## src/rtl/riscv_pkg.sv

```systemverilog
// Shared types and widths for the RISC-V pipeline slice.
// Holds the memory-stage FSM encoding and the datapath/accumulator widths.
package riscv_pkg;
    localparam int XLEN = 32;
    localparam int ACCW = 64;

    typedef enum logic [0:0] {
        IDLE = 1'b0,
        WAIT = 1'b1
    } mem_state_t;
endpackage

```

## src/rtl/mem_stage_mac_acc.sv

```systemverilog
// 64-bit MAC accumulator: clear, wrap-around add, or clear-and-load in one cycle.
// Exposes the value being written so the pipeline can capture the new sum.
module mac_acc
    import riscv_pkg::*;
(
    input  logic            clk,
    input  logic            rst,
    input  logic            clr,
    input  logic            add_en,
    input  logic [ACCW-1:0] product,
    output logic [ACCW-1:0] acc_next
);
    logic [ACCW-1:0] acc_r;

    // Next accumulator value; clear together with an add leaves just the product
    always_comb begin
        acc_next = acc_r;
        if (clr && add_en) begin
            acc_next = product;
        end else if (clr) begin
            acc_next = {ACCW{1'b0}};
        end else if (add_en) begin
            acc_next = acc_r + product;
        end else begin
            acc_next = acc_r;
        end
    end

    // Accumulator register
    always_ff @(posedge clk) begin
        if (rst) begin
            acc_r <= {ACCW{1'b0}};
        end else begin
            acc_r <= acc_next;
        end
    end
endmodule

```

## src/rtl/mem_stage.sv

```systemverilog
// MEM stage: word load/store handshake with data memory, upstream stall,
// misalignment trap, MAC accumulator and the MEM/WB pipeline register.
module mem_stage
    import riscv_pkg::*;
(
    input  logic            clk,
    input  logic            rst,
    input  logic            ex_valid,
    input  logic [XLEN-1:0] alu_res,
    input  logic [XLEN-1:0] store_data,
    input  logic            memread,
    input  logic            memwrite,
    input  logic            memtoreg,
    input  logic            regwrite,
    input  logic            acc,
    input  logic [4:0]      rd,
    input  logic [ACCW-1:0] mac_product,
    input  logic            acc_clr,
    output logic            dmem_req,
    output logic            dmem_we,
    output logic [XLEN-1:0] dmem_addr,
    output logic [XLEN-1:0] dmem_wdata,
    input  logic            dmem_ready,
    input  logic [XLEN-1:0] dmem_rdata,
    output logic            mem_stall,
    output logic            misalign,
    output logic            wb_valid,
    output logic            wb_memtoreg,
    output logic            wb_acc,
    output logic            wb_regwrite,
    output logic [4:0]      wb_rd,
    output logic [XLEN-1:0] wb_read_data,
    output logic [XLEN-1:0] wb_alu_res,
    output logic [ACCW-1:0] wb_accumulator
);
    mem_state_t      state_r;
    mem_state_t      next_state_s;
    logic            mem_op_s;
    logic            bad_addr_s;
    logic            issue_s;
    logic            retire_s;
    logic            acc_add_s;
    logic [ACCW-1:0] acc_sum_s;

    assign mem_op_s   = ex_valid & (memread | memwrite);
    assign bad_addr_s = (state_r == IDLE) & mem_op_s & (alu_res[1:0] != 2'b00);
    // A request is outstanding in WAIT, or starts now for an aligned op in IDLE
    assign issue_s    = (state_r == WAIT) | (mem_op_s & (alu_res[1:0] == 2'b00));
    assign retire_s   = ~rst & ((ex_valid & ~mem_op_s) | (issue_s & dmem_ready));
    assign acc_add_s  = retire_s & ex_valid & ~mem_op_s & acc;

    assign dmem_addr  = {alu_res[XLEN-1:2], 2'b00};
    assign dmem_wdata = store_data;

    // FSM state register
    always_ff @(posedge clk) begin
        if (rst) begin
            state_r <= IDLE;
        end else begin
            state_r <= next_state_s;
        end
    end

    // FSM next-state logic
    always_comb begin
        next_state_s = state_r;
        case (state_r)
            IDLE: begin
                if (issue_s && !dmem_ready) begin
                    next_state_s = WAIT;
                end else begin
                    next_state_s = IDLE;
                end
            end
            WAIT: begin
                if (dmem_ready) begin
                    next_state_s = IDLE;
                end else begin
                    next_state_s = WAIT;
                end
            end
            default: next_state_s = IDLE;
        endcase
    end

    // FSM outputs: memory request and upstream stall
    always_comb begin
        dmem_req  = 1'b0;
        dmem_we   = 1'b0;
        mem_stall = 1'b0;
        if (rst) begin
            dmem_req  = 1'b0;
            dmem_we   = 1'b0;
            mem_stall = 1'b0;
        end else begin
            case (state_r)
                IDLE, WAIT: begin
                    dmem_req  = issue_s;
                    dmem_we   = issue_s & memwrite;
                    mem_stall = issue_s & ~dmem_ready;
                end
                default: begin
                    dmem_req  = 1'b0;
                    dmem_we   = 1'b0;
                    mem_stall = 1'b0;
                end
            endcase
        end
    end

    mac_acc u_mac_acc (
        .clk      (clk),
        .rst      (rst),
        .clr      (acc_clr),
        .add_en   (acc_add_s),
        .product  (mac_product),
        .acc_next (acc_sum_s)
    );

    // One-cycle misalignment error pulse
    always_ff @(posedge clk) begin
        if (rst) begin
            misalign <= 1'b0;
        end else begin
            misalign <= bad_addr_s;
        end
    end

    // MEM/WB pipeline register; only wb_valid drops when nothing retires
    always_ff @(posedge clk) begin
        if (rst) begin
            wb_valid       <= 1'b0;
            wb_memtoreg    <= 1'b0;
            wb_acc         <= 1'b0;
            wb_regwrite    <= 1'b0;
            wb_rd          <= 5'd0;
            wb_read_data   <= {XLEN{1'b0}};
            wb_alu_res     <= {XLEN{1'b0}};
            wb_accumulator <= {ACCW{1'b0}};
        end else if (retire_s) begin
            wb_valid    <= 1'b1;
            wb_memtoreg <= memtoreg;
            wb_acc      <= acc;
            wb_regwrite <= regwrite & ~(mem_op_s & memwrite);
            wb_rd       <= rd;
            wb_alu_res  <= alu_res;
            if (mem_op_s && !memwrite) begin
                wb_read_data <= dmem_rdata;
            end
            if (acc_add_s) begin
                wb_accumulator <= acc_sum_s;
            end
        end else begin
            wb_valid <= 1'b0;
        end
    end
endmodule

```

## config.mk

```make
export PLATFORM = sky130hd
export DESIGN_NAME = mem_stage
export DESIGN_NICKNAME = d
export VERILOG_FILES = /design/src/rtl/riscv_pkg.sv /design/src/rtl/mem_stage_mac_acc.sv /design/src/rtl/mem_stage.sv
export SDC_FILE = /design/constraint.sdc
export NUM_CORES = 1
export LEC_CHECK = 0
export CORE_AREA = 4 4 237 239
export CTS_CLUSTER_SIZE = 20
export DETAILED_ROUTE_END_ITERATION = 12
export DIE_AREA = 0 0 241 243
export REMOVE_ABC_BUFFERS = 1
export SYNTH_ARGS = -nofsm -noshare
export SYNTH_HDL_FRONTEND = slang
export SYNTH_HIERARCHICAL = 1
export SYNTH_SLANG_ARGS = --single-unit
```

## constraint.sdc

```tcl
create_clock -name clk -period 5.4 [get_ports clk]
set_clock_uncertainty 0.05 [all_clocks]
set_input_delay 1.08 -clock clk [delete_from_list [all_inputs] [get_ports clk]]
set_output_delay 1.08 -clock clk [all_outputs]
set_load 0.05 [all_outputs]
```

# Word-level counts from Yosys, hierarchy flattened
# Cells that the tools add are included.
# word_totals
mem_bits_ro,0
output_inout_bits,205
in_bits,175
wordCells,53
latch_bits,0
mem_count,0
regBits,203
ram_bits,0
# classes
muxes,10
n_shift,0
multipliers,0
order_cmp,0
n_div,0
add_sub_neg,1
n_eq_ne,0
n_reduce_logical,9
n_bitwise,22
# op_table
operator,count
$mux W64,3
$add A64 B64 Y64,1
$and A1 B1 Y1,14
$mux W1,6
$not A1 Y1,5
$reduce_and A2 Y1,2
$logic_and A1 B1 Y1,3
$or A1 B1 Y1,3
$logic_not A1 Y1,2
$logic_not A2 Y1,1
$pmux W1 S2,1
$reduce_bool A2 Y1,1

# Logic depth before layout (Yosys ltp)
# Gate-level depths: netlist of run 1.
# logic_depth
depth_word,13
depth_mapped,15
depth_no_buf,15

# Cells and area by module
# The synthesis of run 1 kept the hierarchy.
# by_module_without_submodules
mod,cells_per_inst,area_per_inst_um2,seq_area_each_um2,instances
mac_acc,922,6837.8,1281.2,1
mem_stage,809,6566.3,2782.7,1

# Worst setup path after synthesis of run 1
# Ideal clock, no wire load.
# synth_path
path_kind,in2reg
startpoint,in mac_product[0]
endpoint,reg wb_accumulator[58]
required_time_ns,5.218
setup_time_ns,0.132
stages,14
arrival_ns,3.603
slack_ns,1.615
n_path_buf,0
path_cell_list,ha_1 > fa_1 > a21oi_1 > o211ai_1 > a31oi_1 > a21oi_2 > a211oi_2 > a2111oi_4 > a41oi_2 > xnor2_1 > a222oi_1 > inv_1 > nand2_1 > a21oi_1
# synth_via
elab_chain_cells,4
# synth_rtl
item,line,rtl
start: declaration,mem_stage.sv:17,"input logic [ACCW-1:0] mac_product,"
$add A64 B64 Y64,mem_stage_mac_acc.sv:23,acc_next = acc_r + product;
$mux W64,mem_stage_mac_acc.sv:22,end else if (add_en) begin
$mux W64,mem_stage_mac_acc.sv:20,end else if (clr) begin
$mux W64,mem_stage_mac_acc.sv:18,if (clr && add_en) begin
via acc_sum_s[58],mem_stage.sv:43,logic [ACCW-1:0] acc_sum_s;
end signal: assignment,mem_stage.sv:139,wb_accumulator <= {ACCW{1'b0}};
end signal: assignment,mem_stage.sv:151,wb_accumulator <= acc_sum_s;
end: declaration,mem_stage.sv:34,output logic [ACCW-1:0] wb_accumulator
# The timed path passes the listed nets, and every way through them passes these cells.
# A chain may end at the register's enable or synchronous reset.

# Worst setup path in the final report of run 1
# Same ends and word-level chain as after synthesis.

==> results of run 1 <==
==> power breakdown <==
| part | total [mW] | internal [mW] | leakage (nW) | switching [mW] |
|---|---|---|---|---|
| clock network | 2.02 | 1.23 | 0.495 | 0.787 |
| logic | 0.723 | 0.272 | 4.70 | 0.452 |
| registers | 1.55 | 1.53 | 1.64 | 0.0181 |
| total | 4.29 | 3.03 | 6.84 | 1.26 |
==> logic make-up after synthesis <==
group | count (synthesis) | synth area share, %
xor+xnor | 59 | 3.86
fa+ha+maj | 64 | 6.03
buf+inv | 233 | 8.85
compound gates | 455 | 22.6
flops | 203 | 30.3
mux | 42 | 3.16
simple gates | 674 | 25.2
other cells | 1 | 0.0280
==> worst min-delay path: cells and delay by family, from the launching register on <==
| kind | cells | cell delay (ns) |
|---|---|---|
| AND/OR/NAND/NOR | 1 | 0.05 |
| AO/OA/AOI/OAI | 1 | 0.05 |
| flip-flops | 1 | 0.31 |
==> how the worst max path moves through the flow <==
stage | start | end
5_1_grt | mac_product[0] | wb_accumulator[60]
3_5_place_dp | mac_product[0] | wb_accumulator[58]
2_1_floorplan | memread | wb_accumulator[63]
4_1_cts | mac_product[0] | wb_accumulator[58]
3_3_place_gp | mac_product[0] | wb_accumulator[58]
6_report | mac_product[0] | wb_accumulator[58]
==> through the flow <==
stage / instances / utilization (%)
final: 2612 / 32.6
after global routing: 2611 / 32.6
after CTS: 2609 / 32.6
after detailed placement: 2557 / 30.8
after global placement: 2557 / 30.8
after floorplan: 1527 / -
==> flip-flops by register name, indices dropped and copies added (netlist names) <==
signal / cells
misalign: 1
u_mac_acc/acc_r: 64
state_r: 1
wb_regwrite: 1
wb_accumulator: 64
wb_acc: 1
wb_alu_res: 32
wb_memtoreg: 1
wb_rd: 5
wb_read_data: 32
wb_valid: 1
==> per-layer routing <==
metal	GRT usage, %	up-vias	share of wire, %
li1	-	6453	-
met1	21.7	6522	45
met2	26.2	369	47
met3	3.76	59	6.3
met4	3.97	0	1.9
met5	0.673	-	0
==> synthesized netlist by cell type, types with 39 or more instances <==
library cell,number
a21oi_1,162
a22o_1,39
buf_4,68
clkbuf_1,107
dfxtp_1,203
ha_1,63
mux2i_1,40
nand2_1,316
nand4_1,118
nor2_1,50
nor2b_1,93
o21ai_0,77
==> cell usage in the layout, fill, tap and decap left out, types with 11 or more instances in the layout <==
master	n
a21o_1	37
a21oi_1	162
a22o_1	39
a22oi_1	12
a31oi_1	12
buf_4	23
clkbuf_16	29
clkdlybuf4s50_1	309
dfxtp_1	203
ha_1	63
inv_1	27
mux2i_1	40
nand2_1	316
nand3_1	16
nand3b_1	32
nand4_1	118
nor2_1	48
nor2b_1	93
o2111ai_1	32
o21ai_0	77
o21ai_1	11
o21bai_1	17
xnor2_1	37
xor2_1	22
==> final cells by class <==
cell class | instances | area share [%]
Multi-Input combinational cell | 1296 | 46.8
Sequential cell | 203 | 23.1
Timing Repair Buffer | 334 | 18.7
Tap cell | 696 | 4.96
Clock buffer | 34 | 4.47
Clock inverter | 18 | 1.26
Inverter | 28 | 0.613
Antenna cell | 3 | 0.0427
==> results.ini, run 1 <==
[run]
drv_cap = 0

[power]
cellLeakagePower_nw = 6.84
powerDensity_nw_per_um2 = 244
power_mw = 4.29
ir_drop_uv = 200

[timing]
tns_ns = 0
worst_slew_pin_slew_ns = 0.978
setup_slack_ns = 1.05
min_period_over_period_pct = 80.6
setup_viol = 0
grt_setup_unrepaired = false
period_needed_ns = 4.35
drv_slew = 0
hold_viol_final = 0
relSlewSlack_pct = 34.8
clock.fmax_mhz = 230
worst_hold_slack_ns = 0.404

[placed_design]
place_area_um2 = 16600
pre_cts_ws_ns = 0.558
gp_congestion = 0.889
numPortBuffers = 313
hpwl_um = 36000

[die]
core_um2 = 53800
die-area_um2 = 58600
ios = 380
die_h_um = 243
rows = 85
start_util_pct = 24.9
die_width_um = 241

[synth]
synthFlopType = dfxtp_1
synth-seq-cells = 203
syn_inst = 1731
synth_area_um2 = 13400
syn_avg_cell_area_um2 = 7.74
synth_top_area_share_pct = 30.3
ys_warn_count = 6
async_reset_ff_share_pct = 0
synth_edf_count = 0
synth_top_area_cell = dfxtp_1
yosysUniqueCellTypes = 79
seq_area_frac_synth_pct = 30.3
synth.area.top_cells = dfxtp_1, nand2_1, a21oi_1, ha_1, nand4_1

[global_route]
overflow = 0
grt_max_degree = 97
grtUsageTotal_pct = 16.2
grt_pass1_vias = 13100
grt_pass1_wl_um = 77000
antenna_found_initial = 3

[clocking]
clock_latency_ns = 0.55
cts_hold_buf = 0
postCtsSetupBuffers = 0
htreeDepth = 1
cts_resized = 0
cts_buffers = 28
root_buffer = clkbuf_16
clockBufferDepth = 3
tritoncts = yes
clkTransAtPathRegs_ns = 0.06
clock-sinks = 203

[critical_path]
critPathKind = in2reg
cp-end-kind = flop
crit_chain = clkdlybuf4s50_1, ha_1, fa_1, a21oi_1, o211ai_1, a31oi_1, a21oi_2, a211oi_2, a2111oi_4, a41oi_2, xnor2_1, a222oi_1, inv_1, nand2_1, a21oi_1
crit_top_cell = a21oi_1
cp_top_family = compound AO/OA/AOI/OAI gates
crit_arrival_ns = 4.71
r2r_slack_ns = 1.73
critPathSlowestCell = clkdlybuf4s50_1
crit_required_ns = 5.76
r2r-start = u_mac_acc/acc_r[0]
slowest_delay_ns = 0.43
worstPathMaxFanout = 5
rr_endpoint = wb_accumulator[58]
critPathBufInv = 2
cp-start-kind = primary input
rr_worst_depth = 14
cp.depth = 15

[routing]
wl_um = 50200
via_per_inst = 5.13
first_iter_violations = 999
postRouteAntennaNets = 0
vias = 13400
routedWlPerCell_um = 19.2
drc = 0
first_pass_iters = 5

[cells_and_area]
drive_gt1_share_pct = 6.17
multi_input_area_um2 = 8230
nFillCells = 5666
design_area_um2 = 17600
regArea_um2 = 4060
synthToLayoutAreaGrowth_pct = 31.0
nets = 2130

[hold_path]
whs_endpoint = wb_accumulator[24]
hp-class = reg2reg
hold_path_depth = 2
hold_start = wb_accumulator[24]

[run_status]
outcome = complete, no violations

No activity file was read; power rests on OpenSTA's default activity.
==> inputs of run 2 (changes only) <==
- clock period: 5.4 -> 3.5 ns (I/O delays scaled with it)
==> run 2 against run 1 <==
Compared with the run above: via count rose by 5.8%; clock power rose by 34%; register-to-register slack got worse by 1.6 ns; combinational power rose by 78%; flip-flop and latch count did not move; sequential power rose by 54%; first-iteration DRC count fell by 22%; non-clock buffer count rose by 243; count of clock-buffer cells in the layout rose by 2; critical path depth fell by 1; sequential share of layout area fell by 2.8 points; largest cell class unchanged.
==> results.ini, run 2 (synthesis gave the netlist of run 1 again) <==
[timing]
drv_slew = 0  ; unchanged
clock.fmax_mhz = 290
setup_viol = 0  ; unchanged
worst_slew_pin_slew_ns = 0.791  ; was 0.978 ns
min_period_over_period_pct = 98.6
period_needed_ns = 3.45
hold_viol_final = 0  ; unchanged
relSlewSlack_pct = 47.2  ; was 34.8%
grt_setup_unrepaired = true  ; was false
setup_slack_ns = 0.0490  ; was 1.05 ns
tns_ns = 0  ; unchanged

[placed_design]
dp_cells = 2780  ; was 2557
numPortBuffers = 313  ; unchanged
hpwl_um = 38200  ; was 36000 µm
pre_cts_ws_ns = -0.902  ; was 0.558 ns
gp_congestion = 0.871  ; was 0.889

[power]
share_seq_of_total_power_pct = 37.4  ; was 36.0%
pwr-share-clk_pct = 42.3  ; was 47.1%
power_frac_comb_pct = 20.3  ; was 16.9%
switching_share_pct = 30.4  ; was 29.3%
p_int_mw = 4.44  ; was 3.03 mW
ir_drop_uv = 314  ; was 200 µV
powerDensity_nw_per_um2 = 320  ; was 244 nW/µm²
p_switching_mw = 1.94  ; was 1.26 mW
cellLeakagePower_nw = 8.25  ; was 6.84 nW
power_mw = 6.38  ; was 4.29 mW

[critical_path]
critPathCapture = wb_accumulator[59]  ; was wb_accumulator[58]
rr_endpoint = wb_accumulator[58]  ; unchanged
cp-end-kind = flop  ; unchanged
r2r_slack_ns = 0.12  ; was 1.73 ns
critPathKind = in2reg  ; unchanged
rr_worst_depth = 14  ; unchanged
startpoint = mac_product[31]  ; was mac_product[0]
r2r-start = u_mac_acc/acc_r[0]  ; unchanged
crit_required_ns = 3.87  ; was 5.76 ns
worstPathMaxFanout = 7  ; was 5
cp-start-kind = primary input  ; unchanged
crit_arrival_ns = 3.82  ; was 4.71 ns

[die]
rows = 85  ; unchanged
core_um2 = 53800  ; unchanged
die-area_um2 = 58600  ; unchanged
ios = 380  ; unchanged
start_util_pct = 24.9  ; unchanged
die_width_um = 241  ; unchanged
die_h_um = 243  ; unchanged

[cells_and_area]
regArea_um2 = 4070  ; was 4060 µm²
nFillCells = 5545  ; was 5666
final_cell_mix = nand2_1, clkdlybuf4s50_1, buf_4  ; was nand2_1, clkdlybuf4s50_1, dfxtp_1
synthToLayoutAreaGrowth_pct = 49.0  ; was 31.0%
multi_input_area_um2 = 8820  ; was 8230 µm²
top_regs = u_mac_acc/acc_r: 64 flops, wb_accumulator: 64 flops  ; unchanged
layout_commonest_cell = nand2_1  ; unchanged
layoutNonFillerInstCount = 2851  ; was 2612
fin_util_pct = 37.1  ; was 32.6%
nets = 2372  ; was 2130
drive_gt1_share_pct = 19.6  ; was 6.17%

[routing]
vias = 14200  ; was 13400
drc = 0  ; unchanged
first_iter_violations = 780  ; was 999
wl_um = 53400  ; was 50200 µm
routedWlPerCell_um = 18.7  ; was 19.2 µm
postRouteAntennaNets = 0  ; unchanged
first_pass_iters = 6  ; was 5
via_per_inst = 4.97  ; was 5.13

[global_route]
overflow = 0  ; unchanged
met3_usage_pct = 3.34  ; was 3.76%
use_met2_pct = 28.5  ; was 26.2%
antenna_found_initial = 9  ; was 3
grt.busiest_layer = met2  ; unchanged
use_met1_pct = 22.7  ; was 21.7%
grt_max_degree = 129  ; was 97
grt_pass1_wl_um = 81200  ; was 77000 µm
grt_pass1_vias = 14100  ; was 13100
grtUsageTotal_pct = 17.1  ; was 16.2%

[clocking]
root_buffer = clkbuf_16  ; unchanged
clock-sinks = 203  ; unchanged
clockBufferDepth = 3  ; unchanged
clkTransAtPathRegs_ns = 0.06  ; about the same
clock_latency_ns = 0.57  ; was 0.55 ns
cts_buffers = 27  ; was 28
tritoncts = yes  ; unchanged
htreeDepth = 1  ; unchanged

[run]
drv_cap = 0  ; unchanged

[run_status]
outcome = complete, no violations  ; unchanged

[hold_path]
hp-class = reg2reg  ; unchanged

==> run 2: changes by cell type in the layout (fill, tap and decap cells not counted), moves of 6 or more <==
cell | before | now
dlygate4sd2_1 | 0 | 8
clkdlybuf4s50_1 | 309 | 274
a21oi_1 | 162 | 147
clkbuf_1 | 1 | 7
buf_12 | 0 | 9
ha_1 | 63 | 29
buf_4 | 23 | 256
o21ai_0 | 77 | 69
a21oi_2 | 2 | 16
ha_4 | 0 | 33
dlymetal6s2s_1 | 0 | 25
==> run 2: worst min path at each step <==
stage,startpoint,cells past startpoint,slack [ns],end
6_report,wb_accumulator[10],2,0.40,wb_accumulator[10]
4_1_cts,rst,2,0.39,state_r
3_3_place_gp,wb_accumulator[8],2,0.39,wb_accumulator[8]
2_1_floorplan,u_mac_acc/acc_r[53],2,0.40,u_mac_acc/acc_r[53]
3_5_place_dp,wb_accumulator[24],2,0.40,wb_accumulator[24]
5_1_grt,rst,2,0.42,state_r
==> run 2: worst max-delay path: stages <==
cell and delay [ns]:
dlygate4sd2_1 0.28, ha_4 0.30, buf_6 0.12, and3_4 0.18, nand4_2 0.13, or4_4 0.58, o41ai_4 0.47, a21o_1 0.23
a21oi_1 0.10, xnor2_1 0.13, a222oi_1 0.35, inv_1 0.09, nand2_1 0.07, a21oi_1 0.06
==> run 2: metal layers <==
| metal | wire (µm) | vias to the layer above |
|---|---|---|
| met4 | 1150 | 4 |
| met1 | 23700 | 6834 |
| met3 | 2980 | 73 |
| met5 | 23 | - |
| met2 | 25500 | 338 |
| li1 | - | 6928 |
==> run 2: final cells by class <==
cell class | instances | share of cell area (%)
clock buffers | 36 | 3.65
flip-flops and latches | 203 | 20.4
repair buffers | 577 | 26.4
well taps | 696 | 4.36
diodes | 3 | 0.0376
clock inverters | 12 | 0.514
inverters | 28 | 0.539
multi-input cells | 1296 | 44.2
==> run 2: timing repair <==
item                                    in CTS  in global routing
hold buffers                                 0                  0
buffers inserted                             8                 15
endpoints found under the setup margin      38                 40
pin swaps                                   31                 42
gates resized for setup                     42                 88
==> run 2: metrics by stage <==
stage,area (µm²),hold WS [ns]
floorplan,12300,0.401
global placement,18300,0.394
detailed placement,18300,0.397
CTS,19400,0.390
global route,20000,0.417
finish,20000,0.402
==> run 2: power by group through the flow <==
stage                     Sequential, mW  Combinational (mW)  Clock (mW)
final                               2.39                1.29        2.70
after global routing                2.39                1.38        2.89
after CTS                           2.39                1.26        2.81
after detailed placement            2.44                1.24           0
after floorplan                     2.57               0.395           0
after global placement              2.43                1.23           0
==> inputs of run 3 (changes only) <==
- CELL_PAD_IN_SITES_DETAIL_PLACEMENT: unset -> 1
- CELL_PAD_IN_SITES_GLOBAL_PLACEMENT: unset -> 2
- PLACE_DENSITY_LB_ADDON: unset -> 0.1
- SKIP_CTS_REPAIR_TIMING: unset -> 1
==> run 3 against run 2 <==
Compared with the run above: via count is 0.86% lower; highest routed layer unchanged; non-clock buffer count decreased by 5; largest cell class unchanged; largest power group unchanged; worst setup slack gained 0.066 ns; register-to-register slack better by 0.07 ns.
==> results.ini, run 3 (synthesis gave the netlist of run 1 again) <==
[die]
core_um2 = 53800  ; unchanged
die_width_um = 241  ; unchanged
ios = 380  ; unchanged
rows = 85  ; unchanged
die_h_um = 243  ; unchanged
die-area_um2 = 58600  ; unchanged
start_util_pct = 24.9  ; unchanged

[timing]
hold_viol_final = 0  ; unchanged
clock.fmax_mhz = 295  ; was 290 MHz
min_period_over_period_pct = 96.7  ; was 98.6%
worst_slew_pin_slew_ns = 0.825  ; was 0.791 ns
period_needed_ns = 3.38  ; was 3.45 ns
setup_viol = 0  ; unchanged
grt_setup_unrepaired = true  ; unchanged
drv_slew = 0  ; unchanged
relSlewSlack_pct = 45.0  ; was 47.2%

[critical_path]
r2r-start = u_mac_acc/acc_r[30]  ; was u_mac_acc/acc_r[0]
crit_required_ns = 3.89  ; was 3.87 ns
crit_arrival_ns = 3.77  ; was 3.82 ns
cp-end-kind = flop  ; unchanged
crit_top_cell = a21oi_1  ; unchanged
cp-start-kind = primary input  ; unchanged
crit_chain = clkdlybuf4s50_1, ha_1, buf_4, a21oi_1, o21bai_1, a221oi_2, o41ai_4, a21o_1, a211oi_2, a21oi_1, or3b_1, nor2b_1  ; was dlygate4sd2_1, ha_4, buf_6, and3_4, nand4_2, or4_4, o41ai_4, a21o_1, a21oi_1, xnor2_1, a222oi_1, inv_1, nand2_1, a21oi_1
critPathSlowestCell = clkdlybuf4s50_1  ; was or4_4
critPathKind = in2reg  ; unchanged
startpoint = mac_product[40]  ; was mac_product[31]
slowest_delay_ns = 0.53  ; was 0.58 ns
worstPathMaxFanout = 4  ; was 7

[cells_and_area]
drive_gt1_share_pct = 19.3  ; was 19.6%
top_regs = u_mac_acc/acc_r: 64 flops, wb_accumulator: 64 flops  ; unchanged
nets = 2368  ; was 2372
fin_util_pct = 37.2  ; was 37.1%
multi_input_area_um2 = 8760  ; was 8820 µm²
layout_commonest_cell = nand2_1  ; unchanged
synthToLayoutAreaGrowth_pct = 49.3  ; was 49.0%
regArea_um2 = 4060  ; was 4070 µm²
nFillCells = 6336  ; was 5545
final_cell_mix = nand2_1, clkdlybuf4s50_1, buf_4  ; unchanged
layoutNonFillerInstCount = 2851  ; unchanged

[global_route]
grt_pass1_vias = 14900  ; was 14100
grtUsageTotal_pct = 18.4  ; was 17.1%
grt_max_degree = 97  ; was 129
overflow = 0  ; unchanged
antenna_found_initial = 8  ; was 9
grt_pass1_wl_um = 87200  ; was 81200 µm

[clocking]
root_buffer = clkbuf_16  ; unchanged
htreeDepth = 1  ; unchanged
clkTransAtPathRegs_ns = 0.06  ; about the same
clock-sinks = 203  ; unchanged
clockBufferDepth = 3  ; unchanged
tritoncts = yes  ; unchanged
cts_buffers = 28  ; was 27
clock_latency_ns = 0.57  ; about the same

[hold_path]
hp-class = reg2reg  ; unchanged
hold_start = wb_accumulator[54]  ; was wb_accumulator[10]

[placed_design]
gp_congestion = 0.811  ; was 0.871
dp_cells = 2785  ; was 2780
hpwl_um = 41800  ; was 38200 µm
numPortBuffers = 313  ; unchanged

[routing]
vias = 14100  ; was 14200
first_pass_iters = 6  ; unchanged
wl_um = 56800  ; was 53400 µm
drc = 0  ; unchanged
via_per_inst = 4.93  ; was 4.97
routedWlPerCell_um = 19.9  ; was 18.7 µm
postRouteAntennaNets = 0  ; unchanged
first_iter_violations = 537  ; was 780

[power]
ir_drop_uv = 308  ; was 314 µV
powerDensity_nw_per_um2 = 333  ; was 320 nW/µm²
cellLeakagePower_nw = 8.25  ; about the same

[run_status]
outcome = complete, no violations  ; unchanged

[run]
drv_cap = 0  ; unchanged

run 3: cell types whose count changed in the layout (fill, tap and decap cells not counted), moves of 3 or more:
cell             before  now
clkdlybuf4s50_1     274  281
clkbuf_8              2   12
dlygate4sd2_1         8    0
ha_4                 33   30
clkinv_2              9    1
run 3: path summary, 6_finish.rpt:
kind	endpoint	slack, ns	cells after the start
setup / recovery	u_mac_acc/acc_r[63]	0.12	12
hold / removal	wb_accumulator[54]	0.40	2
setup reg to reg	u_mac_acc/acc_r[61]	0.19	14
hold reg to reg	wb_accumulator[54]	0.40	2
run 3: critical path, delay by kind of cell:
family                   cells  cell delay, ns
AO/OA/AOI/OAI                7            1.45
buffers and inverters        2            0.69
AND/OR/NAND/NOR              2            0.52
adder cells (fa/ha/maj)      1            0.41
run 3: power by group:
part           switching (mW)  internal, mW
combinational           0.754         0.547
clock                    1.15          1.83
sequential             0.0300          2.36
run 3: layer usage:
| metal | wire, µm | GRT usage (%) | vias to the layer above |
|---|---|---|---|
| li1 | - | - | 6923 |
| met1 | 25300 | 23.8 | 6840 |
| met2 | 28000 | 32.0 | 235 |
| met3 | 2300 | 3.43 | 55 |
| met4 | 1100 | 3.90 | 2 |
| met5 | 20 | 0.673 | - |
run 3: cell type report:
type                            count  share of cell area (%)
Multi-Input combinational cell   1296                    43.8
Timing Repair Buffer              572                    26.2
Sequential cell                   203                    20.3
Clock buffer                       47                    4.57
Tap cell                          696                    4.35
Inverter                           28                   0.538
Clock inverter                      4                   0.250
Antenna cell                        5                  0.0625
run 3: through the flow:
step           setup slack (ns)  total power, mW  hold WS [ns]  TNS [ns]  area (µm²)
3_5_place_dp             -0.799             3.71         0.396    -49.05       18400
6_report                  0.115             6.67         0.400         0       20000
4_1_cts                  -0.216             6.76         0.403     -2.86       19300
3_3_place_gp             -0.826             3.70         0.393    -48.16       18400
2_1_floorplan             -3.71             2.97         0.401   -532.10       12300
5_1_grt                 -0.0467             6.96         0.425   -0.0665       20000
